[src/rtl/decode_ctrl_stage_pkg.sv]
// Shared ID-stage control types: opcodes, addressing modes,
// condition codes, the control bundle and mnemonic helpers.
package ctrl_pkg;

  localparam int KW_LEN = 48;

  typedef enum logic [3:0] {
    OP_AND = 4'b0000,
    OP_EOR = 4'b0001,
    OP_SUB = 4'b0010,
    OP_RSB = 4'b0011,
    OP_ADD = 4'b0100,
    OP_ADC = 4'b0101,
    OP_SBC = 4'b0110,
    OP_RSC = 4'b0111,
    OP_TST = 4'b1000,
    OP_TEQ = 4'b1001,
    OP_CMP = 4'b1010,
    OP_CMN = 4'b1011,
    OP_ORR = 4'b1100,
    OP_MOV = 4'b1101,
    OP_BIC = 4'b1110,
    OP_MVN = 4'b1111
  } opcode_e;

  typedef enum logic [1:0] {
    AM_IMM32 = 2'b00,
    AM_SHIFT = 2'b01,
    AM_IMM12 = 2'b10,
    AM_REG   = 2'b11
  } am_e;

  typedef enum logic [3:0] {
    COND_EQ = 4'b0000,
    COND_NE = 4'b0001,
    COND_CS = 4'b0010,
    COND_CC = 4'b0011,
    COND_MI = 4'b0100,
    COND_PL = 4'b0101,
    COND_VS = 4'b0110,
    COND_VC = 4'b0111,
    COND_HI = 4'b1000,
    COND_LS = 4'b1001,
    COND_GE = 4'b1010,
    COND_LT = 4'b1011,
    COND_GT = 4'b1100,
    COND_LE = 4'b1101,
    COND_AL = 4'b1110,
    COND_NV = 4'b1111
  } cond_e;

  typedef struct packed {
    opcode_e opcode;
    am_e     am;
    logic    s_enable;
    logic    load_instr;
    logic    rf_enable;
    logic    size_enable;
    logic    rw_enable;
    logic    enable_signal;
    logic    bl_instr;
    logic    b_instr;
  } ctrl_bundle_t;

  // EX copy carries everything but B, which is consumed in ID
  typedef struct packed {
    opcode_e opcode;
    am_e     am;
    logic    s_enable;
    logic    load_instr;
    logic    rf_enable;
    logic    size_enable;
    logic    rw_enable;
    logic    enable_signal;
    logic    bl_instr;
  } ex_bundle_t;

  localparam logic [KW_LEN-1:0] KW_NOP  = "NOP   ";
  localparam logic [KW_LEN-1:0] KW_B    = "B     ";
  localparam logic [KW_LEN-1:0] KW_BL   = "BL    ";
  localparam logic [KW_LEN-1:0] KW_LDR  = "LDR   ";
  localparam logic [KW_LEN-1:0] KW_LDRB = "LDRB  ";
  localparam logic [KW_LEN-1:0] KW_STR  = "STR   ";
  localparam logic [KW_LEN-1:0] KW_STRB = "STRB  ";

  function automatic logic [KW_LEN-1:0] op_kw(input opcode_e op);
    logic [KW_LEN-1:0] k;
    unique case (op)
      OP_AND: k = "AND   ";
      OP_EOR: k = "EOR   ";
      OP_SUB: k = "SUB   ";
      OP_RSB: k = "RSB   ";
      OP_ADD: k = "ADD   ";
      OP_ADC: k = "ADC   ";
      OP_SBC: k = "SBC   ";
      OP_RSC: k = "RSC   ";
      OP_TST: k = "TST   ";
      OP_TEQ: k = "TEQ   ";
      OP_CMP: k = "CMP   ";
      OP_CMN: k = "CMN   ";
      OP_ORR: k = "ORR   ";
      OP_MOV: k = "MOV   ";
      OP_BIC: k = "BIC   ";
      OP_MVN: k = "MVN   ";
      default: k = KW_NOP;
    endcase
    return k;
  endfunction

  function automatic logic [KW_LEN-1:0] ls_kw(
    input logic load,
    input logic byte_q
  );
    logic [KW_LEN-1:0] k;
    unique case ({load, byte_q})
      2'b10:   k = KW_LDR;
      2'b11:   k = KW_LDRB;
      2'b00:   k = KW_STR;
      default: k = KW_STRB;
    endcase
    return k;
  endfunction

endpackage

[src/rtl/decode_ctrl_stage_cond_eval.sv]
// Condition-field evaluator: true when cond holds for {N,Z,C,V}.
module cond_eval
  import ctrl_pkg::*;
(
  input  logic [3:0] cond,
  input  logic [3:0] flags,
  output logic       cond_true
);

  logic n, z, c, v;

  assign {n, z, c, v} = flags;

  always_comb begin
    cond_true = 1'b0;
    unique case (cond_e'(cond))
      COND_EQ: cond_true = z;
      COND_NE: cond_true = !z;
      COND_CS: cond_true = c;
      COND_CC: cond_true = !c;
      COND_MI: cond_true = n;
      COND_PL: cond_true = !n;
      COND_VS: cond_true = v;
      COND_VC: cond_true = !v;
      COND_HI: cond_true = c & !z;
      COND_LS: cond_true = !c | z;
      COND_GE: cond_true = (n == v);
      COND_LT: cond_true = (n != v);
      COND_GT: cond_true = !z & (n == v);
      COND_LE: cond_true = z | (n != v);
      COND_AL: cond_true = 1'b1;
      default: cond_true = 1'b0;
    endcase
  end

endmodule

[src/rtl/decode_ctrl_stage.sv]
// ID-stage control: decode, stall mux, branch resolve and
// the registered EX-stage control copy.
module decode_ctrl_stage
  import ctrl_pkg::*;
#(
  parameter int KW_W = 48
) (
  input  logic            clk,
  input  logic            R,
  input  logic [31:0]     instruction,
  input  logic            stall,
  input  logic [3:0]      flags,
  output logic [3:0]      ID_opcode,
  output logic [1:0]      ID_AM,
  output logic            ID_S_enable,
  output logic            ID_load_instr,
  output logic            ID_RF_enable,
  output logic            ID_Size_enable,
  output logic            ID_RW_enable,
  output logic            ID_Enable_signal,
  output logic            ID_BL_instr,
  output logic            ID_B_instr,
  output logic [KW_W-1:0] keyword,
  output logic            Branch,
  output logic            BranchL,
  output logic [3:0]      EX_opcode,
  output logic [1:0]      EX_AM,
  output logic            EX_S_enable,
  output logic            EX_load_instr,
  output logic            EX_RF_enable,
  output logic            EX_Size_enable,
  output logic            EX_RW_enable,
  output logic            EX_Enable_signal,
  output logic            EX_BL_instr
);

  ctrl_bundle_t      dec;
  ctrl_bundle_t      id;
  ex_bundle_t        ex_d, ex_q;
  logic [KW_LEN-1:0] kw;
  logic              cond_true;
  logic              unused_bits;

  assign unused_bits = ^instruction[19:0];

  always_comb begin
    dec = '0;
    kw  = KW_NOP;
    // all-zero word is the canonical NOP, not AND EQ
    if (|instruction) begin
      unique case (instruction[27:25])
        3'b000, 3'b001: begin
          dec.opcode    = opcode_e'(instruction[24:21]);
          dec.am        = instruction[25] ? AM_IMM32 : AM_SHIFT;
          dec.s_enable  = instruction[20];
          dec.rf_enable = (instruction[24:23] != 2'b10);
          kw = op_kw(opcode_e'(instruction[24:21]));
        end
        3'b010, 3'b011: begin
          dec.opcode        = instruction[23] ? OP_ADD : OP_SUB;
          dec.am            = instruction[25] ? AM_REG : AM_IMM12;
          dec.enable_signal = 1'b1;
          dec.load_instr    = instruction[20];
          dec.rf_enable     = instruction[20];
          dec.rw_enable     = !instruction[20];
          dec.size_enable   = !instruction[22];
          kw = ls_kw(instruction[20], instruction[22]);
        end
        3'b101: begin
          dec.opcode   = OP_ADD;
          dec.am       = AM_IMM32;
          dec.b_instr  = !instruction[24];
          dec.bl_instr = instruction[24];
          kw = instruction[24] ? KW_BL : KW_B;
        end
        default: ;
      endcase
    end
  end

  assign id = stall ? '0 : dec;

  cond_eval u_cond_eval (
    .cond      (instruction[31:28]),
    .flags     (flags),
    .cond_true (cond_true)
  );

  assign Branch  = cond_true & (id.b_instr | id.bl_instr);
  assign BranchL = cond_true & id.bl_instr;

  always_comb begin
    ex_d               = '0;
    ex_d.opcode        = id.opcode;
    ex_d.am            = id.am;
    ex_d.s_enable      = id.s_enable;
    ex_d.load_instr    = id.load_instr;
    ex_d.rf_enable     = id.rf_enable;
    ex_d.size_enable   = id.size_enable;
    ex_d.rw_enable     = id.rw_enable;
    ex_d.enable_signal = id.enable_signal;
    ex_d.bl_instr      = id.bl_instr;
  end

  always_ff @(posedge clk) begin
    if (!R) ex_q <= '0;
    else    ex_q <= ex_d;
  end

  assign keyword          = KW_W'(kw);
  assign ID_opcode        = id.opcode;
  assign ID_AM            = id.am;
  assign ID_S_enable      = id.s_enable;
  assign ID_load_instr    = id.load_instr;
  assign ID_RF_enable     = id.rf_enable;
  assign ID_Size_enable   = id.size_enable;
  assign ID_RW_enable     = id.rw_enable;
  assign ID_Enable_signal = id.enable_signal;
  assign ID_BL_instr      = id.bl_instr;
  assign ID_B_instr       = id.b_instr;

  assign EX_opcode        = ex_q.opcode;
  assign EX_AM            = ex_q.am;
  assign EX_S_enable      = ex_q.s_enable;
  assign EX_load_instr    = ex_q.load_instr;
  assign EX_RF_enable     = ex_q.rf_enable;
  assign EX_Size_enable   = ex_q.size_enable;
  assign EX_RW_enable     = ex_q.rw_enable;
  assign EX_Enable_signal = ex_q.enable_signal;
  assign EX_BL_instr      = ex_q.bl_instr;

endmodule

[config.mk]
export PLATFORM = sky130hd
export DESIGN_NAME = decode_ctrl_stage
export DESIGN_NICKNAME = d
export VERILOG_FILES = /design/src/rtl/decode_ctrl_stage_pkg.sv /design/src/rtl/decode_ctrl_stage_cond_eval.sv /design/src/rtl/decode_ctrl_stage.sv
export SDC_FILE = /design/constraint.sdc
export NUM_CORES = 1
export LEC_CHECK = 0
export CAP_MARGIN = 25
export CORE_ASPECT_RATIO = 1.5
export CORE_UTILIZATION = 36
export CTS_BUF_LIST = sky130_fd_sc_hd__clkbuf_2 sky130_fd_sc_hd__clkbuf_4 sky130_fd_sc_hd__clkbuf_8
export CTS_CLUSTER_DIAMETER = 80
export DETAILED_ROUTE_END_ITERATION = 8
export MAX_ROUTING_LAYER = met4
export PLACE_DENSITY = 0.83
export SLEW_MARGIN = 15
export SYNTH_ARGS = -nofsm -noshare
export SYNTH_HDL_FRONTEND = slang
export SYNTH_SLANG_ARGS = --single-unit
[constraint.sdc]
create_clock -name clk -period 1.7 [get_ports clk]
set_input_delay 0.17 -clock clk [delete_from_list [all_inputs] [get_ports clk]]
set_output_delay 0.17 -clock clk [all_outputs]
set_load 0.01 [all_outputs]
After elaboration in Yosys (flattened, before gate mapping)
Memories as Yosys holds them, arrays and structs flattened.
Index checks and enable logic that the tools add are counted.
W data, S select, Z words.

word-level totals
  memory bits (read-only) = 240
  memories = 1
  flip-flop bits (word level) = 13
  input port bits = 39

memories
  name              depth  bits a word  rd ports  clocked after memory_dff  wr ports  line                         RTL
  (name not given)  16     15           1         0                         0         decode_ctrl_stage_pkg.sv:88  unique case (op)

operators by class
  muxes and demuxes = 16
  reductions and logical operators = 13
  equal/unequal tests = 23
  bitwise logic cells = 7

operator list
  kind                  count
  $pmux W48 S3          1
  $pmux W45 S3          1
  $mux W48              1
  $mux W39              1
  $reduce_or A32 Y1     1
  $eq A4 B4 Y1 const B  7
  $mux W14              2
  $pmux W6 S3           1
  $eq A4 B3 Y1 const B  4
  $pmux W1 S15          1
  $eq A4 B2 Y1 const B  2
  $logic_not A1 Y1      7
  $eq A3 B2 Y1 const B  2
  $mux W3               2
  $and A1 B1 Y1         4
  $eq A2 B2 Y1 const B  2
  $eq A4 B1 Y1 const B  1
  $logic_not A4 Y1      1
  $mux W1               4
  $reduce_or A2 Y1      2
  $eq A3 B1 Y1 const B  1
  $eq A3 B3 Y1 const B  1
  $logic_not A3 Y1      1
  $or A1 B1 Y1          3
  6 further kinds       6

Logic depth before layout (Yosys ltp)
Gate-level depths: netlist of the first run.

  depth after elaboration = 7
  gate-level depth with buffers = 8
  mapped depth without buffers = 7

Modules after synthesis
A second synthesis of the first run with hierarchy kept.

unflattened totals
  cell total of the unflattened synthesis = 226
  area, all modules = 1,589.0 µm²

modules (own cells, without submodules)
  module             instances  cells an instance  sequential area each (µm²)  area each (µm²)
  decode_ctrl_stage  1          198                240.2                       1,395.1
  cond_eval          1          28                 0.0                         193.9

Least setup slack after synthesis of the first run
OpenSTA, ideal clock, no wires.

  kind = input-to-output
  start point = input instruction[21]
  end point = output keyword[40]
  arrival time = 1.447 ns
  stages = 6
  data required time = 1.530 ns
  path slack = 0.083 ns
  path through = buf_6 > inv_1 > ha_1 > a21oi_1 > a211oi_1 > a2111oi_0

between the ends
  longest elaborated chain between the ends = 3
  elaborated cells on any way between the ends = 4
  classes of those cells = mux: 2; reduce/logical: 1; memory: 1

RTL lines
  element          line                     RTL
  start, declared  decode_ctrl_stage.sv:10  input logic [31:0] instruction,
  $mem_v2 Z16 W15  n/a
  $pmux W48 S3     decode_ctrl_stage.sv:51  unique case (instruction[27:25])
  $mux W48 *       decode_ctrl_stage.sv:50  if (|instruction) begin
  end, declared    decode_ctrl_stage.sv:23  output logic [KW_W-1:0] keyword,

Every way passes the cells marked *; elsewhere a longest branch is shown, timed or not.

Worst setup path in the final report of the first run
  start point = input instruction[24]
  end point = output keyword[44]

The elaborated chain is that of the path after synthesis.

==> flow_metrics.py, run 1 <==
metrics = {
    "floorplan": {
        "design.core.area_um2": 4245,
        "die_y_um": 83.91,
        "die_width_um": 56.61,
        "rows": 29,
        "dieArea_um2": 4750,
        "initial_core_util_pct": 37.93,
        "ios": 116,
    },
    "synth": {
        "synth_area_leader_cell": "dfxtp_1",
        "syn_area_per_cell_um2": 7.094,
        "synth.distinct_cells": 51,
        "synth_top_area_share_pct": 16.16,
        "synth-seq-cells": 13,
        "synthCells": 227,
        "synth-edff-count": 0,
        "synthTopCellsByArea": "dfxtp_1 (16%), buf_4 (13%), nor2_1 (6.5%)",
        "netlist_area_um2": 1610,
        "ys_seq_area_share_pct": 16.16,
        "yosys-top-cells-count": "nor2_1 (28), buf_4 (27), a21oi_1 (14)",
        "synth.most_common_cell": "nor2_1",
        "synth_warnings": 0,
        "synthArstFlopShare_pct": 0,
        "ys.flop_type": "dfxtp_1",
    },
    "placed_design": {
        "place.gp.congestion": 0.8628,
        "dp.cells": 388,
        "dpl_cell_area_um2": 2701,
        "preCtsSetupSlack_ns": -0.8559,
        "io_buffers": 89,
        "dpl.hpwl_um": 4165,
    },
    "global_route": {
        "overflow": 0,
        "grt_pass1_wl_um": 8866,
        "antenna_found_initial": 0,
        "grt_pass1_vias": 1989,
        "grt_usage_pct": 23.13,
        "grt_max_degree": 30,
    },
    "worst_setup_path": {
        "worstPathArrival_ns": 1.57,
        "crit_path_start_kind": "input pin",
        "crit_end": "keyword[44]",
        "cp-startpoint": "instruction[24]",
        "critPathKind": "in2out",
        "cp_max_fo": 29,
        "endpoint_kind": "output port",
        "cp.required_ns": 1.53,
    },
    "detailed_routing": {
        "wl_um": 5769,
        "drt_iter0_markers": 67,
        "viasPerCell": 5.230,
        "postRouteAntennaNets": 0,
        "wl_per_cell_um": 14.28,
        "vias": 2113,
        "drtPass1Iterations": 4,
        "drc_errors": 0,
    },
    "pwr": {
        "leakagePower_nw": 1.364,
        "p_per_area_nw_per_um2": 400.8,
        "finalPower_mw": 1.190,
        "vdd_ir_drop_max_mv": 0.6848,
    },
    "timing": {
        "timing.final.crit_share_pct": 102.6,
        "finalCriticalPeriod_ns": 1.744,
        "rsz0062_at_grt": "yes",
        "hold_violations": 0,
        "fin_ws_ns": -0.04443,
        "fin_tns_setup_ns": -0.04443,
        "fmax_mhz": 573.3,
        "setup_viol": 1,
        "finalMaxSlewViolations": 0,
    },
    "layout": {
        "nets": 404,
        "area_growth_pct": 84.30,
        "final_cells": 404,
        "final_cell_area_um2": 2968,
        "drive_gt1_share_pct": 38.83,
        "diodes": 0,
    },
    "run_status": {
        "status": "finished, violations left",
        "violations": "setup timing",
    },
    "clocking": {
        "htree_levels": 1,
        "clockBufferDepth": 2,
        "clock_sinks": 13,
        "cts_buffers": 3,
        "clkTransAtPathRegs_ns": 0.05,
        "clockRootBuffer": "clkbuf_8",
        "cts_hold_buf": 0,
        "cts_tree": "done",
    },
    "job": {
        "drv_cap": 0,
    },
    "worst_hold_path": {
        "hold_path_class": "in2reg",
    },
}
[worst max-delay path, stage by stage]
cell             delay (ns)
buf_4                  0.11
buf_12                 0.17
nor2b_2                0.18
nor2_1                 0.06
a21oi_1                0.17
o21a_1                 0.17
clkdlybuf4s50_1        0.54
[registers in the layout, summed over array words and instances (netlist names)]
signal,count
EX_opcode,4
EX_S_enable,1
EX_load_instr,1
EX_Size_enable,1
EX_RF_enable,1
EX_Enable_signal,1
EX_BL_instr,1
EX_RW_enable,1
EX_AM,2
[report_power, final]
group	total [mW]	internal [mW]	switching, mW	leakage, nW
Clock	0.279	0.180	0.0981	0.0262
Combinational	0.597	0.292	0.305	1.23
Sequential	0.314	0.312	0.00173	0.106
Total	1.19	0.785	0.405	1.36
[timing repair]
action,in CTS,in global routing
pin swaps,18,16
gates resized for setup,193,60
setup endpoints to repair,45,25
endpoints found under the hold margin,0,0
gates cloned,1,0
buffers inserted,7,6
[cell families (layout without fill, tap and decap cells)]
group           Yosys count  count (layout)  synth area share (%)
compound gates           49              49                 19.97
buf+inv                  52             159                 19.35
xor+xnor                  5               5                 2.720
other cells               2              26                0.4664
mux                       2               2                 1.243
fa+ha+maj                 6               6                 4.662
simple gates             98              98                 35.43
flops                    13              13                 16.16
[cell type report]
class | instances | area [um2]
flip-flops and latches | 13 | 260.3
fillers | 354 | 1277
multi-input cells | 186 | 1339
well taps | 46 | 57.56
inverters | 11 | 46.29
clock buffers | 4 | 48.80
repair buffers | 144 | 1216
[per-layer routing]
layer	vias to the layer above	global-route usage, %	routed length (um)	share of wire [%]
li1	1001	-	-	-
met1	990	23.87	2169	38
met2	110	44.17	3195	55
met3	12	2.481	287	5.0
met4	0	7.317	116	2.0
met5	-	-	0	0
[cell usage in the layout (no fill, tap or decap), types with 4 or more instances in the layout]
cell             netlist  routed
dfxtp_1               13      13
dlygate4sd2_1          0      14
a21oi_1               14      13
nor2_2                 0       4
nor4_4                 1       5
and3_1                 7       6
conb_1                 2      26
inv_1                  9       6
clkdlybuf4s15_1        0      10
clkdlybuf4s50_1        0      25
nor3b_1                4       4
nand2b_1              10       9
nor3_1                 5       4
nand2_1                9       9
nor2_1                28      22
o21ai_0                7       6
buf_2                  6      22
buf_6                  1      14
and2_1                10       9
o21a_1                 5       5
buf_4                 27      43
clkbuf_2               0      10
[stage by stage]
| stage | utilization, % | hold WS, ns |
|---|---|---|
| after floorplan | - | 0.2458 |
| after global placement | 63.63 | 0.9023 |
| after detailed placement | 63.63 | 0.9054 |
| after CTS | 67.46 | 0.4155 |
| after global routing | 69.91 | 0.3086 |
| final | 69.91 | 0.3028 |
[how the worst min path moves through the flow]
stage	depth (start not counted)	startpoint	slack, ns	end
floorplan	1	instruction[20]	0.25	EX_RW_enable
global placement	1	EX_AM[1]	0.90	EX_AM[1]
detailed placement	1	EX_S_enable	0.91	EX_S_enable
CTS	3	instruction[21]	0.42	EX_opcode[0]
global route	3	instruction[20]	0.31	EX_RW_enable
finish	3	instruction[20]	0.30	EX_RW_enable
(Power assumes the default switching activity.)
==> inputs of run 2 (changes only) <==
- CORE_UTILIZATION: 36 -> 50
- DONT_BUFFER_PORTS: not set -> 1
- PLACE_DENSITY: 0.83 -> 0.68
- clock period: 1.7 -> 1.5 ns (I/O delays scaled with it)
==> run 2 against run 1 <==
Compared with the run above:
- the flow now finishes without violations
- combinational power fell by 52%
- final area decreased by 43%
- wire length is 31% lower
- clock-buffer cell count unchanged
- clock power grew 12%
- non-clock buffer count fell by 126
- critical path type unchanged
- largest power group is now registers
==> flow_metrics.py, run 2 (synthesis gave the netlist of run 1 again) <==
metrics = {
    "worst_setup_path": {
        "endpoint_kind": "output port",
        "crit_path_start_kind": "input pin",
        "cp_max_fo": 15,
        "critPathKind": "in2out",
        "worstPathArrival_ns": 1.34,
        "cp.required_ns": 1.35,
    },
    "floorplan": {
        "rows": 24,
        "initial_core_util_pct": 54.17,
        "design.core.area_um2": 2973,
        "die_width_um": 48.34,
        "dieArea_um2": 3456,
        "die_y_um": 71.51,
        "ios": 116,
    },
    "detailed_routing": {
        "vias": 1516,
        "drtPass1Iterations": 5,
        "postRouteAntennaNets": 0,
        "wl_um": 3995,
        "wl_per_cell_um": 14.74,
        "viasPerCell": 5.594,
        "drt_iter0_markers": 27,
        "drc_errors": 0,
    },
    "layout": {
        "diodes": 0,
        "final_cell_area_um2": 1685,
        "utilization_pct": 56.69,
        "drive_gt1_share_pct": 12.50,
        "area_growth_pct": 4.662,
        "nets": 278,
        "largest_reg_flops": 4,
        "final_common_cell": "nor2_1",
        "seqCellArea_um2": 260.3,
        "final_cell_mix": "nor2_1 (28), conb_1 (26), buf_4 (16)",
        "fill_cells": 296,
        "multi_input_area_um2": 1136,
    },
    "run_status": {
        "status": "finished clean",
    },
    "placed_design": {
        "place.gp.congestion": 0.9497,
        "dpl.hpwl_um": 3145,
        "dpl_cell_area_um2": 1620,
        "io_buffers": 0,
    },
    "clocking": {
        "clkTransAtPathRegs_ns": 0.05,
        "clockBufferDepth": 2,
        "cts_buffers": 3,
        "clock_sinks": 13,
        "clockRootBuffer": "clkbuf_8",
        "cts_tree": "done",
        "htree_levels": 1,
        "post-cts-setup-buffer-count": 0,
    },
    "pwr": {
        "p_per_area_nw_per_um2": 569.1,
        "vdd_ir_drop_max_mv": 0.4432,
        "leakagePower_nw": 0.7349,
    },
    "timing": {
        "fmax_mhz": 673.4,
        "finalMaxSlewViolations": 0,
        "finalCriticalPeriod_ns": 1.485,
        "worst_pin_slew_ns": 0.5942,
        "hold_violations": 0,
        "setup_viol": 0,
        "timing.final.crit_share_pct": 99.00,
        "slew-limit-headroom_pct": 59.36,
        "rsz0062_at_grt": "yes",
    },
    "global_route": {
        "overflow": 0,
        "grt_max_degree": 31,
        "antenna_found_initial": 0,
        "grt_pass1_wl_um": 6078,
        "grt_pass1_vias": 1286,
        "grt_usage_pct": 22.63,
    },
    "job": {
        "drv_cap": 0,
    },
    "worst_hold_path": {
        "hold_path_class": "in2reg",
    },
}
==> run 2: path summary, 6_finish.rpt <==
check,startpoint,endpoint,slack (ns),cells after the start
worst max-delay path,instruction[22],ID_AM[1],0.01,6
worst min-delay path,R,EX_Enable_signal,0.04,1
==> run 2: where the power goes <==
part | switching (mW) | internal, mW | leakage (nW)
Clock | 0.109 | 0.204 | 0.0262
Sequential | 0.00696 | 0.354 | 0.106
Combinational | 0.162 | 0.123 | 0.603
==> run 2: timing repair <==
item                                   in CTS  in global routing
setup endpoints to repair                   0                  6
gates resized for setup                     0                  1
endpoints found under the hold margin       1                  0
hold buffers                                1                  0
==> run 2: per-stage QoR <==
step                      setup slack (ns)  TNS (ns)  instances  power, mW  hold slack (ns)
after floorplan                    0.03417         0        251     0.6879           0.2258
after global placement            -0.06177   -0.1027        266     0.6462           0.2289
after detailed placement          -0.01423  -0.01423        266     0.6481           0.2287
after CTS                        0.0007897         0        271     0.9663          0.02975
after global routing              -0.01793  -0.02823        271      1.013          0.03421
final                              0.01497         0        271     0.9591          0.03545
==> run 2: routing by layer <==
layer / vias up / track usage (%) / wire (um)
li1: 750 / - / -
met1: 679 / 25.68 / 1575
met2: 76 / 38.34 / 2013
met3: 11 / 4.459 / 302
met4: 0 / 10.13 / 103
met5: - / - / 0
==> run 2: critical path, stage by stage <==
cell     delay, ns
nor4_1        0.38
nand4_1       0.25
nor2_4        0.19
or3_4         0.18
inv_2         0.06
buf_12        0.12
==> run 2: final cells by class <==
type	instances	area share [%]
sequential	13	15.44
timing repair buffer	18	8.909
multi-input combinational	186	67.41
tap	39	2.895
inverter	11	2.450
clock buffer	4	2.895
==> inputs of run 3 (changes only) <==
- GPL_ROUTABILITY_DRIVEN: not set -> 0
==> results of run 3 <==
The final DEF is identical to that of run 2; final timing and power are the same.
==> RTL edit: new RTL, config.mk and constraints of run 2 <==
Change the parameter `KW_W` from 48 to 72.
--- a/src/rtl/decode_ctrl_stage.sv
+++ b/src/rtl/decode_ctrl_stage.sv
@@ -3,7 +3,7 @@
 module decode_ctrl_stage
   import ctrl_pkg::*;
 #(
-  parameter int KW_W = 48
+  parameter int KW_W = 72
 ) (
   input  logic            clk,
   input  logic            R,
Interface: changed (resized keyword); port bits go from 116 to 140. The function was not compared with the original's and may differ.
==> RTL edit against run 2 <==
Global-route usage shrank 2.2 points; via count increased by 4.0%; power increased by 3.7%; sequential cell count stayed put; routed wire length increased by 5.2%; area after synthesis grew 11%; first-iteration DRC count is 74% higher; setup slack improved by 0.056 ns; final area increased by 7.2%; cell count rose by 10%.
==> RTL edit: results (changes against run 2) <==
* Outcome: complete, no violations
* Synth top area cells: buf_4 (21%), dfxtp_1 (15%), nor2_1 (5.9%)
* Maximum vdd drop at 0.625 mV (+41%)
* DP Wirelength at 3.23 mm (+2.5%)
* # fillers at 358 (+21%)
* WL per Instance at 14.1 um (-4.4%)
* DRT Wirelength at 4.20 mm (+5.2%)
* Seq/Total Area, Yosys at 14.5% (-1.6 points)
* Drt first pass iters at 4 (-1)
* Worst slew margin at 61.3% (+1.9 points)
* Worst slack, placed at -0.0311 ns (-0.0169 ns)
* Layout cells sized above 1 at 13.3% (+0.78 points)
* Mapped Cells at 251 (+11%)
* P_leak at 0.805 nW (+9.6%)
* First-pass GRT wire length at 5.89 mm (-3.1%)
* CP max FO at 5 (-10)
* Top cells by instance count after synthesis: buf_4 (51), nor2_1 (28), a21oi_1 (14)
* Wire length on met2 at 2.28 mm (+13%)
* WP data arrival at 1.28 ns (-0.06 ns)
* Routed met3 length at 294 um (-2.6%)
* DR iter-0 viols at 47 (+74%)
* Vias in the first global route at 1,245 (-3.2%)
* Via density at 5.29 (-5.4%)
* Dpl cell area at 1690 um^2 (+4.4%)
* Final nets at 302 (+8.6%)
* Placed cells at 290 (+9.0%)
-- RTL edit: kinds of logic (layout without fill, tap and decap cells) --
group,after synthesis,in the layout,share of synthesized area [%]
AO/OA/AOI/OAI,49,49,18.0
XOR/XNOR,5,5,2.45
adder cells (fa/ha/maj),6,6,4.19
buffers and inverters,76,33,27.5
flip-flops,13,13,14.5
multiplexers,2,2,1.12
other,2,50,0.419
AND/OR/NAND/NOR,98,98,31.9
-- RTL edit: cell type report --
cell class	count	area, um^2	share of cell area [%]
inverters	11	45.0	2.49
clock buffers	4	48.8	2.70
multi-input cells	210	1250	69.2
well taps	42	52.6	2.91
flip-flops and latches	13	260	14.4
repair buffers	18	150	8.31
-- RTL edit: worst paths after layout --
check,slack (ns),endpoint,cells after the start,start
min,0.04,EX_Enable_signal$_SDFF_PN0_,1,R
max,0.07,ID_AM[1],6,instruction[18]
-- RTL edit: layer usage --
layer | GRT usage, % | up-vias
li1 | - | 777
met1 | 24.4 | 724
met2 | 36.4 | 74
met3 | 2.40 | 2
met4 | 4.63 | 0
met5 | - | -
-- RTL edit: what timing repair did --
action / 4_1_cts / 5_1_grt
setup endpoints to repair: 2 / 3
pin swaps: 1 / 2
buffers inserted: 1 / 2
hold buffers: 1 / 0
hold endpoints to repair: 1 / 0
gates resized for setup: 0 / 7
-- RTL edit: where the power goes --
group	internal (W)	total, W	switching (W)
Clock	0.000205	0.000314	0.000109
Sequential	0.000354	0.000361	0.00000691
Combinational	0.000128	0.000320	0.000192
Total	0.000687	0.000994	0.000308
-- RTL edit: critical path: stages --
cell and delay [ns]:
nor4_1 0.33, nand4_2 0.23, nor2_4 0.21, or3_4 0.18, inv_2 0.06, buf_12 0.12
